### src/rtl/hdr_writer_if.sv
// Header writer bus: packet input stream, header RAM write port and the
// ownership handshake with the header reader.
interface hdr_writer_if;
  logic [63:0] in_data;
  logic        in_valid;
  logic        in_sop;
  logic        in_eop;
  logic        in_ready;
  logic [5:0]  max_hdr_mgmt;
  logic        wr_en;
  logic [5:0]  wr_addr;
  logic [63:0] wr_data;
  logic [5:0]  hdr_len;
  logic        hdr_valid;
  logic        hdr_done;
  logic        trunc_flag;
  logic        err_sop;

  // Packet source / reader side
  modport master (
    output in_data, in_valid, in_sop, in_eop, max_hdr_mgmt, hdr_done,
    input  in_ready, wr_en, wr_addr, wr_data, hdr_len, hdr_valid,
           trunc_flag, err_sop
  );

  // Header writer side
  modport slave (
    input  in_data, in_valid, in_sop, in_eop, max_hdr_mgmt, hdr_done,
    output in_ready, wr_en, wr_addr, wr_data, hdr_len, hdr_valid,
           trunc_flag, err_sop
  );
endinterface

### src/rtl/hdr_writer.sv
// Header writer: captures the first max_hdr_mgmt+1 words of each packet into
// a header RAM, then hands the buffer to the reader until it pulses hdr_done.
module hdr_writer (
  input logic         clk,
  input logic         rst,
  hdr_writer_if.slave bus
);

  typedef enum logic [1:0] {
    IDLE    = 2'd0,
    CAPTURE = 2'd1,
    SKIP    = 2'd2,
    READY   = 2'd3
  } state_e;

  state_e      state_q,     state_d;
  logic [5:0]  wr_ptr_q,    wr_ptr_d;
  logic [5:0]  max_q,       max_d;
  logic        wr_en_q,     wr_en_d;
  logic [5:0]  wr_addr_q,   wr_addr_d;
  logic [63:0] wr_data_q,   wr_data_d;
  logic [5:0]  hdr_len_q,   hdr_len_d;
  logic        hdr_valid_q, hdr_valid_d;
  logic        trunc_q,     trunc_d;
  logic        err_sop_q,   err_sop_d;

  logic in_ready;
  logic accept;

  // The buffer is blocked only while the reader owns it.
  assign in_ready = (state_q != READY);
  assign accept   = bus.in_valid && in_ready;

  // Next-state and registered-output computation.
  always_comb begin
    // NOTE: every variable gets a default first so no path leaves one
    // unassigned, which would otherwise infer a latch.
    state_d     = state_q;
    wr_ptr_d    = wr_ptr_q;
    max_d       = max_q;
    wr_en_d     = 1'b0;
    wr_addr_d   = wr_addr_q;
    wr_data_d   = wr_data_q;
    hdr_len_d   = hdr_len_q;
    hdr_valid_d = 1'b0;
    trunc_d     = trunc_q;
    err_sop_d   = 1'b0;

    case (state_q)
      READY: begin
        // hdr_done only counts once the reader has been told the header is
        // valid; the first READY cycle still lets the last write commit.
        if (bus.hdr_done && hdr_valid_q) begin
          state_d = IDLE;
        end else begin
          hdr_valid_d = 1'b1;
        end
      end

      default: begin
        if (accept) begin
          if (bus.in_sop) begin
            // Start of packet, legal in IDLE; in CAPTURE/SKIP it flags the
            // lost end of the previous packet and restarts capture.
            err_sop_d = (state_q != IDLE);
            wr_en_d   = 1'b1;
            wr_addr_d = 6'd0;
            wr_data_d = bus.in_data;
            max_d     = bus.max_hdr_mgmt;
            hdr_len_d = 6'd0;
            trunc_d   = 1'b0;
            if (bus.in_eop) begin
              state_d  = READY;
              wr_ptr_d = 6'd0;
            end else if (bus.max_hdr_mgmt == 6'd0) begin
              state_d  = SKIP;
              trunc_d  = 1'b1;
              wr_ptr_d = 6'd0;
            end else begin
              state_d  = CAPTURE;
              wr_ptr_d = 6'd1;
            end
          end else if (state_q == IDLE) begin
            // Word outside any packet: dropped and reported.
            err_sop_d = 1'b1;
          end else if (state_q == CAPTURE) begin
            wr_en_d   = 1'b1;
            wr_addr_d = wr_ptr_q;
            wr_data_d = bus.in_data;
            if (bus.in_eop) begin
              state_d   = READY;
              hdr_len_d = wr_ptr_q;
              wr_ptr_d  = 6'd0;
            end else if (wr_ptr_q == max_q) begin
              // Header limit reached: the pointer stops here, never wraps.
              state_d   = SKIP;
              trunc_d   = 1'b1;
              hdr_len_d = max_q;
              wr_ptr_d  = 6'd0;
            end else begin
              wr_ptr_d = wr_ptr_q + 6'd1;
            end
          end else begin
            // SKIP: payload beyond the header is consumed without writes.
            if (bus.in_eop) begin
              state_d = READY;
            end
          end
        end
      end
    endcase
  end

  // State and output registers with synchronous active-low reset.
  always_ff @(posedge clk) begin
    // NOTE: sequential state uses non-blocking assignments so every flop
    // samples the pre-edge values regardless of statement order.
    if (!rst) begin
      // NOTE: the write-port registers are reset too, so the RAM never sees a
      // stray strobe after reset; the RAM contents themselves are not reset,
      // they are simply not owned by the reader until a new header lands.
      state_q     <= IDLE;
      wr_ptr_q    <= 6'd0;
      max_q       <= 6'd0;
      wr_en_q     <= 1'b0;
      wr_addr_q   <= 6'd0;
      wr_data_q   <= 64'd0;
      hdr_len_q   <= 6'd0;
      hdr_valid_q <= 1'b0;
      trunc_q     <= 1'b0;
      err_sop_q   <= 1'b0;
    end else begin
      state_q     <= state_d;
      wr_ptr_q    <= wr_ptr_d;
      max_q       <= max_d;
      wr_en_q     <= wr_en_d;
      wr_addr_q   <= wr_addr_d;
      wr_data_q   <= wr_data_d;
      hdr_len_q   <= hdr_len_d;
      hdr_valid_q <= hdr_valid_d;
      trunc_q     <= trunc_d;
      err_sop_q   <= err_sop_d;
    end
  end

  assign bus.in_ready   = in_ready;
  assign bus.wr_en      = wr_en_q;
  assign bus.wr_addr    = wr_addr_q;
  assign bus.wr_data    = wr_data_q;
  assign bus.hdr_len    = hdr_len_q;
  assign bus.hdr_valid  = hdr_valid_q;
  assign bus.trunc_flag = trunc_q;
  assign bus.err_sop    = err_sop_q;

endmodule
### src/flat_wrapper.sv
// flat-port wrapper written by rule: the top's interface ports become plain ports
module hdr_writer_flat 
  (clk, rst, bus_in_data, bus_in_valid, bus_in_sop, bus_in_eop, bus_max_hdr_mgmt, bus_hdr_done, bus_in_ready, bus_wr_en, bus_wr_addr, bus_wr_data, bus_hdr_len, bus_hdr_valid, bus_trunc_flag, bus_err_sop);
  hdr_writer_if bus_i ();
  input logic clk;
  input logic rst;
  input wire logic [$bits(bus_i.in_data)-1:0] bus_in_data;
  input wire logic [$bits(bus_i.in_valid)-1:0] bus_in_valid;
  input wire logic [$bits(bus_i.in_sop)-1:0] bus_in_sop;
  input wire logic [$bits(bus_i.in_eop)-1:0] bus_in_eop;
  input wire logic [$bits(bus_i.max_hdr_mgmt)-1:0] bus_max_hdr_mgmt;
  input wire logic [$bits(bus_i.hdr_done)-1:0] bus_hdr_done;
  output wire logic [$bits(bus_i.in_ready)-1:0] bus_in_ready;
  output wire logic [$bits(bus_i.wr_en)-1:0] bus_wr_en;
  output wire logic [$bits(bus_i.wr_addr)-1:0] bus_wr_addr;
  output wire logic [$bits(bus_i.wr_data)-1:0] bus_wr_data;
  output wire logic [$bits(bus_i.hdr_len)-1:0] bus_hdr_len;
  output wire logic [$bits(bus_i.hdr_valid)-1:0] bus_hdr_valid;
  output wire logic [$bits(bus_i.trunc_flag)-1:0] bus_trunc_flag;
  output wire logic [$bits(bus_i.err_sop)-1:0] bus_err_sop;
  assign bus_i.in_data = bus_in_data;
  assign bus_i.in_valid = bus_in_valid;
  assign bus_i.in_sop = bus_in_sop;
  assign bus_i.in_eop = bus_in_eop;
  assign bus_i.max_hdr_mgmt = bus_max_hdr_mgmt;
  assign bus_i.hdr_done = bus_hdr_done;
  assign bus_in_ready = bus_i.in_ready;
  assign bus_wr_en = bus_i.wr_en;
  assign bus_wr_addr = bus_i.wr_addr;
  assign bus_wr_data = bus_i.wr_data;
  assign bus_hdr_len = bus_i.hdr_len;
  assign bus_hdr_valid = bus_i.hdr_valid;
  assign bus_trunc_flag = bus_i.trunc_flag;
  assign bus_err_sop = bus_i.err_sop;
  hdr_writer u_core (.clk(clk), .rst(rst), .bus(bus_i));
endmodule
### config.mk
export PLATFORM = sky130hd
export DESIGN_NAME = hdr_writer_flat
export DESIGN_NICKNAME = d
export VERILOG_FILES = /design/src/rtl/hdr_writer_if.sv /design/src/rtl/hdr_writer.sv /design/src/flat_wrapper.sv
export SDC_FILE = /design/constraint.sdc
export NUM_CORES = 1
export LEC_CHECK = 0
export BUFFER_PORTS_ARGS = -buffer_cell sky130_fd_sc_hd__clkbuf_2
export CORE_MARGIN = 5
export CORE_UTILIZATION = 52
export DETAILED_ROUTE_END_ITERATION = 7
export GPL_ROUTABILITY_DRIVEN = 1
export PLACE_DENSITY = 0.85
export SETUP_SLACK_MARGIN = 0.3
export SYNTH_ARGS = -nofsm -noshare
export SYNTH_HDL_FRONTEND = slang
export SYNTH_SLANG_ARGS = --single-unit
### constraint.sdc
create_clock -name clk -period 6 [get_ports clk]
set_clock_uncertainty 0.15 [all_clocks]
set_input_delay 0.3 -clock clk [delete_from_list [all_inputs] [get_ports clk]]
set_output_delay 0.3 -clock clk [all_outputs]
set_load 0.03 [all_outputs]
==> flow_summary_export.csv <==
group,metric,value,unit
status,run_status,"complete, no violations",
setup_path,criticalPathCategory,"reg -> reg",
clock_tree,cts_sinks,94,
grt,grt_pass1_vias,3371,
synthesis,ys_async_sr_fraction,0,%
power_and_ir_drop,pwr-share-comb,20.7,%
clock_tree,cts_tree,"yes",
power_and_ir_drop,switchingPower,0.000416,W
timing,timing.fmax,337,MHz
setup_path,setup.worst_path.end_class,"flop",
worst_hold_path,min_path_type,"in -> reg",
clock_tree,clk_pin_slew_worst_paths,0.09,ns
clock_tree,cts_root_buf,"sky130_fd_sc_hd__clkbuf_8",
floorplan,die_width,96.5,um
power_and_ir_drop,sw_share,31.4,%
grt,groute.usage.overall,20.3,%
drt,drt_iter0_markers,123,
power_and_ir_drop,power_density,278,nW/um^2
clock_tree,cts_htree_levels,3,
timing,timing.max_slew.rel_slack,50.9,%
synthesis,yosys_most_used_dff,"sky130_fd_sc_hd__dfxtp_1",
placement,placed_cell_area,4590,sq um
cells_and_area,final_layout_size_suffix_gt1_share,31.5,%
setup_path,setup.reg_to_reg.worst_slack,3.04,ns
cells_and_area,seq_area,1880,sq um
synthesis,synth_seq_cells,94,
setup_path,cp_data_required_time,6.09,ns
cells_and_area,fin_nets,668,
synthesis,synthesis.area,3890,sq um
floorplan,ioPinCount,157,
clock_tree,worst_skew_pair.late_latency,0.34,ns
power_and_ir_drop,share_of_total_power_in_sequential_cells,51.8,%
synthesis,synthDistinctLibCells,44,
power_and_ir_drop,p_clk_share,27.6,%
synthesis,synth.most_common_cell,"sky130_fd_sc_hd__nand2_1",
synthesis,syn_area_per_cell,8.56,sq um
floorplan,row_count,31,
clock_tree,cts.path.max_buffers,2,
clock_tree,numCtsBuffers,9,
placement,dpl.hpwl,7250,um
synthesis,synth_top_cell_area_share,48.4,%
setup_path,worst-endpoint-arrival,3.05,ns
drt,detailedRoute.firstPassIterationCount,5,
cells_and_area,final_cell_area,4770,sq um
clock_tree,holdBufCountCts,1,
drt,drc,0,
synthesis,synth_enable_flop_cells,0,
cells_and_area,areaGrowthSynthToFinish,22.6,%
clock_tree,cts_setup_buffers,0,
synthesis,synth.top_cells.by_area,"sky130_fd_sc_hd__dfxtp_1, sky130_fd_sc_hd__nand2_1, sky130_fd_sc_hd__a21oi_1, sky130_fd_sc_hd__mux2i_1, sky130_fd_sc_hd__a21boi_1",
timing,setup_viol,0,
placement,place.port_buffers,156,
power_and_ir_drop,total_leakage_power,2.12,nW
drt,num_vias,3540,
synthesis,yosys-top-cells-count,"sky130_fd_sc_hd__nand2_1, sky130_fd_sc_hd__dfxtp_1, sky130_fd_sc_hd__a21oi_1",
cells_and_area,diodes,0,
grt,grt_remaining_overflow,0,
timing,timing_max_transition_violations_final,0,
run,max_cap_violations,0,
setup_path,worst-path-max-fanout,44,
synthesis,netlist.top_cell.by_area,"sky130_fd_sc_hd__dfxtp_1",
floorplan,dieHeight,96.5,um
timing,worst_pin_slew,0.735,ns
grt,number_of_antenna_violations_at_the_first_check_in_global_routing,0,
placement,finalWeightedCongestion,0.810,
drt,post_drt_via_cell_ratio,5.11,
synthesis,synth_fp_nets,532,
power_and_ir_drop,maximum_vdd_ir_drop,138,uV
grt,pin_count_of_the_biggest_net_entering_global_routing,73,
timing,setup-tns-final,0,ns
timing,final_min_period_over_clock_period,49.4,%
synthesis,synthCells,454,
floorplan,design.core.area,7250,sq um
floorplan,die_area,9300,sq um
timing,period_minus_slack,2.96,ns
timing,rsz0062_at_grt,"false",
grt,grt_pass1_wl,14800,um
drt,route.antenna.remaining_nets,0,
cells_and_area,multi_input_area,1770,sq um
floorplan,initial_core_util,53.6,%
drt,avgRoutedWirePerCell,14.2,um
setup_path,sort_of_element_at_the_start_of_the_critical_path,"flop",
clock_tree,post_cts_resized,0,
timing,final-hold-violation-count,0,
power_and_ir_drop,cellInternalPower,0.000911,W
drt,detail_route.wirelength,9870,um
cells_and_area,final.fill_count,633,
synthesis,yosysWarningCount,0,
synthesis,synth_seq_area_share,48.4,%
## registers in the layout, indices dropped and copies added, names as in the netlist
signal,flops
u_core.bus.wr_data,64
u_core.bus.hdr_len,6
u_core.bus.wr_addr,6
u_core.max_q,6
u_core.wr_ptr_q,6
u_core.state_q,2
u_core.bus.err_sop,1
u_core.bus.hdr_valid,1
u_core.bus.trunc_flag,1
u_core.bus.wr_en,1
## worst max-delay path, cell delays in order (launching register included)
cell                       delay [ns]
sky130_fd_sc_hd__dfxtp_1         0.51
sky130_fd_sc_hd__nor2_1          0.08
sky130_fd_sc_hd__ha_1            0.18
sky130_fd_sc_hd__nand2b_1        0.28
sky130_fd_sc_hd__a21oi_4         0.64
sky130_fd_sc_hd__buf_4           0.52
sky130_fd_sc_hd__a31oi_4         0.26
sky130_fd_sc_hd__and3_1          0.23
## cell type report
type / instances / share of cell area [%]
timing repair buffer: 160 / 17.1
sequential: 94 / 39.5
multi-input combinational: 322 / 37.1
tap: 99 / 2.60
clock buffer: 12 / 3.05
inverter: 3 / 0.236
clock inverter: 3 / 0.446
## power groups by stage
stage	logic (W)	clock network (W)	registers (W)
after floorplan	0.000148	0	0.000759
after global placement	0.000270	0	0.000698
after detailed placement	0.000275	0	0.000701
after CTS	0.000276	0.000374	0.000686
after global routing	0.000298	0.000399	0.000692
final	0.000274	0.000366	0.000687
## worst paths after layout
| check | from | to | depth (start not counted) |
|---|---|---|---|
| min | bus_in_data[55] | u_core.bus.wr_data[55]$_SDFFE_PN0P_ | 3 |
| min reg2reg | u_core.bus.wr_addr[5]$_SDFFE_PN0P_ | u_core.bus.wr_addr[5]$_SDFFE_PN0P_ | 2 |
| max | u_core.state_q[0]$_SDFFE_PN0P_ | u_core.wr_ptr_q[3]$_SDFFE_PN0P_ | 7 |
| max reg2reg | u_core.state_q[0]$_SDFFE_PN0P_ | u_core.wr_ptr_q[3]$_SDFFE_PN0P_ | 7 |
## through the flow
stage	std cells	utilization (%)	setup WS (ns)	hold WS [ns]	total power [W]
2_1_floorplan	454	-	3.83	0.285	0.000907
3_3_place_gp	677	63.3	2.84	0.290	0.000968
3_5_place_dp	677	63.3	2.79	0.296	0.000976
4_1_cts	693	65.7	3.02	0.00196	0.00134
5_1_grt	693	65.7	2.80	0.00295	0.00139
6_report	693	65.7	3.04	0.0172	0.00133
## layout by cell type, fill, tap and decap left out, types with 3 or more instances in the layout
cell	netlist	layout
sky130_fd_sc_hd__clkbuf_2	0	156
sky130_fd_sc_hd__a21boi_1	13	13
sky130_fd_sc_hd__o21ai_0	4	4
sky130_fd_sc_hd__clkbuf_8	0	10
sky130_fd_sc_hd__a21oi_1	51	51
sky130_fd_sc_hd__nand3_1	11	11
sky130_fd_sc_hd__and3_1	4	4
sky130_fd_sc_hd__dfxtp_1	94	94
sky130_fd_sc_hd__a211oi_1	5	5
sky130_fd_sc_hd__mux2i_1	14	14
sky130_fd_sc_hd__a21boi_0	10	10
sky130_fd_sc_hd__xor2_1	8	8
sky130_fd_sc_hd__mux2_2	6	6
sky130_fd_sc_hd__nand2_1	155	155
sky130_fd_sc_hd__nor2_1	10	10
sky130_fd_sc_hd__buf_4	6	3
## cell families (layout without fill, tap and decap cells)
kind of cell,after synthesis,after routing,synth area share (%)
fa+ha+maj,2,2,0.644
mux,20,20,5.34
compound gates,99,99,16.8
xor+xnor,9,9,2.22
flops,94,94,48.4
simple gates,192,192,20.4
buf+inv,38,178,6.08
## metal layers
metal | vias to the layer above | global-route usage, % | wire length, um
li1 | 1779 | - | -
met1 | 1619 | 23.1 | 3920
met2 | 124 | 35.9 | 4970
met3 | 18 | 4.42 | 770
met4 | 0 | 9.46 | 207
met5 | - | 0 | 0
Note: power is estimated with default switching activity, not from simulation.
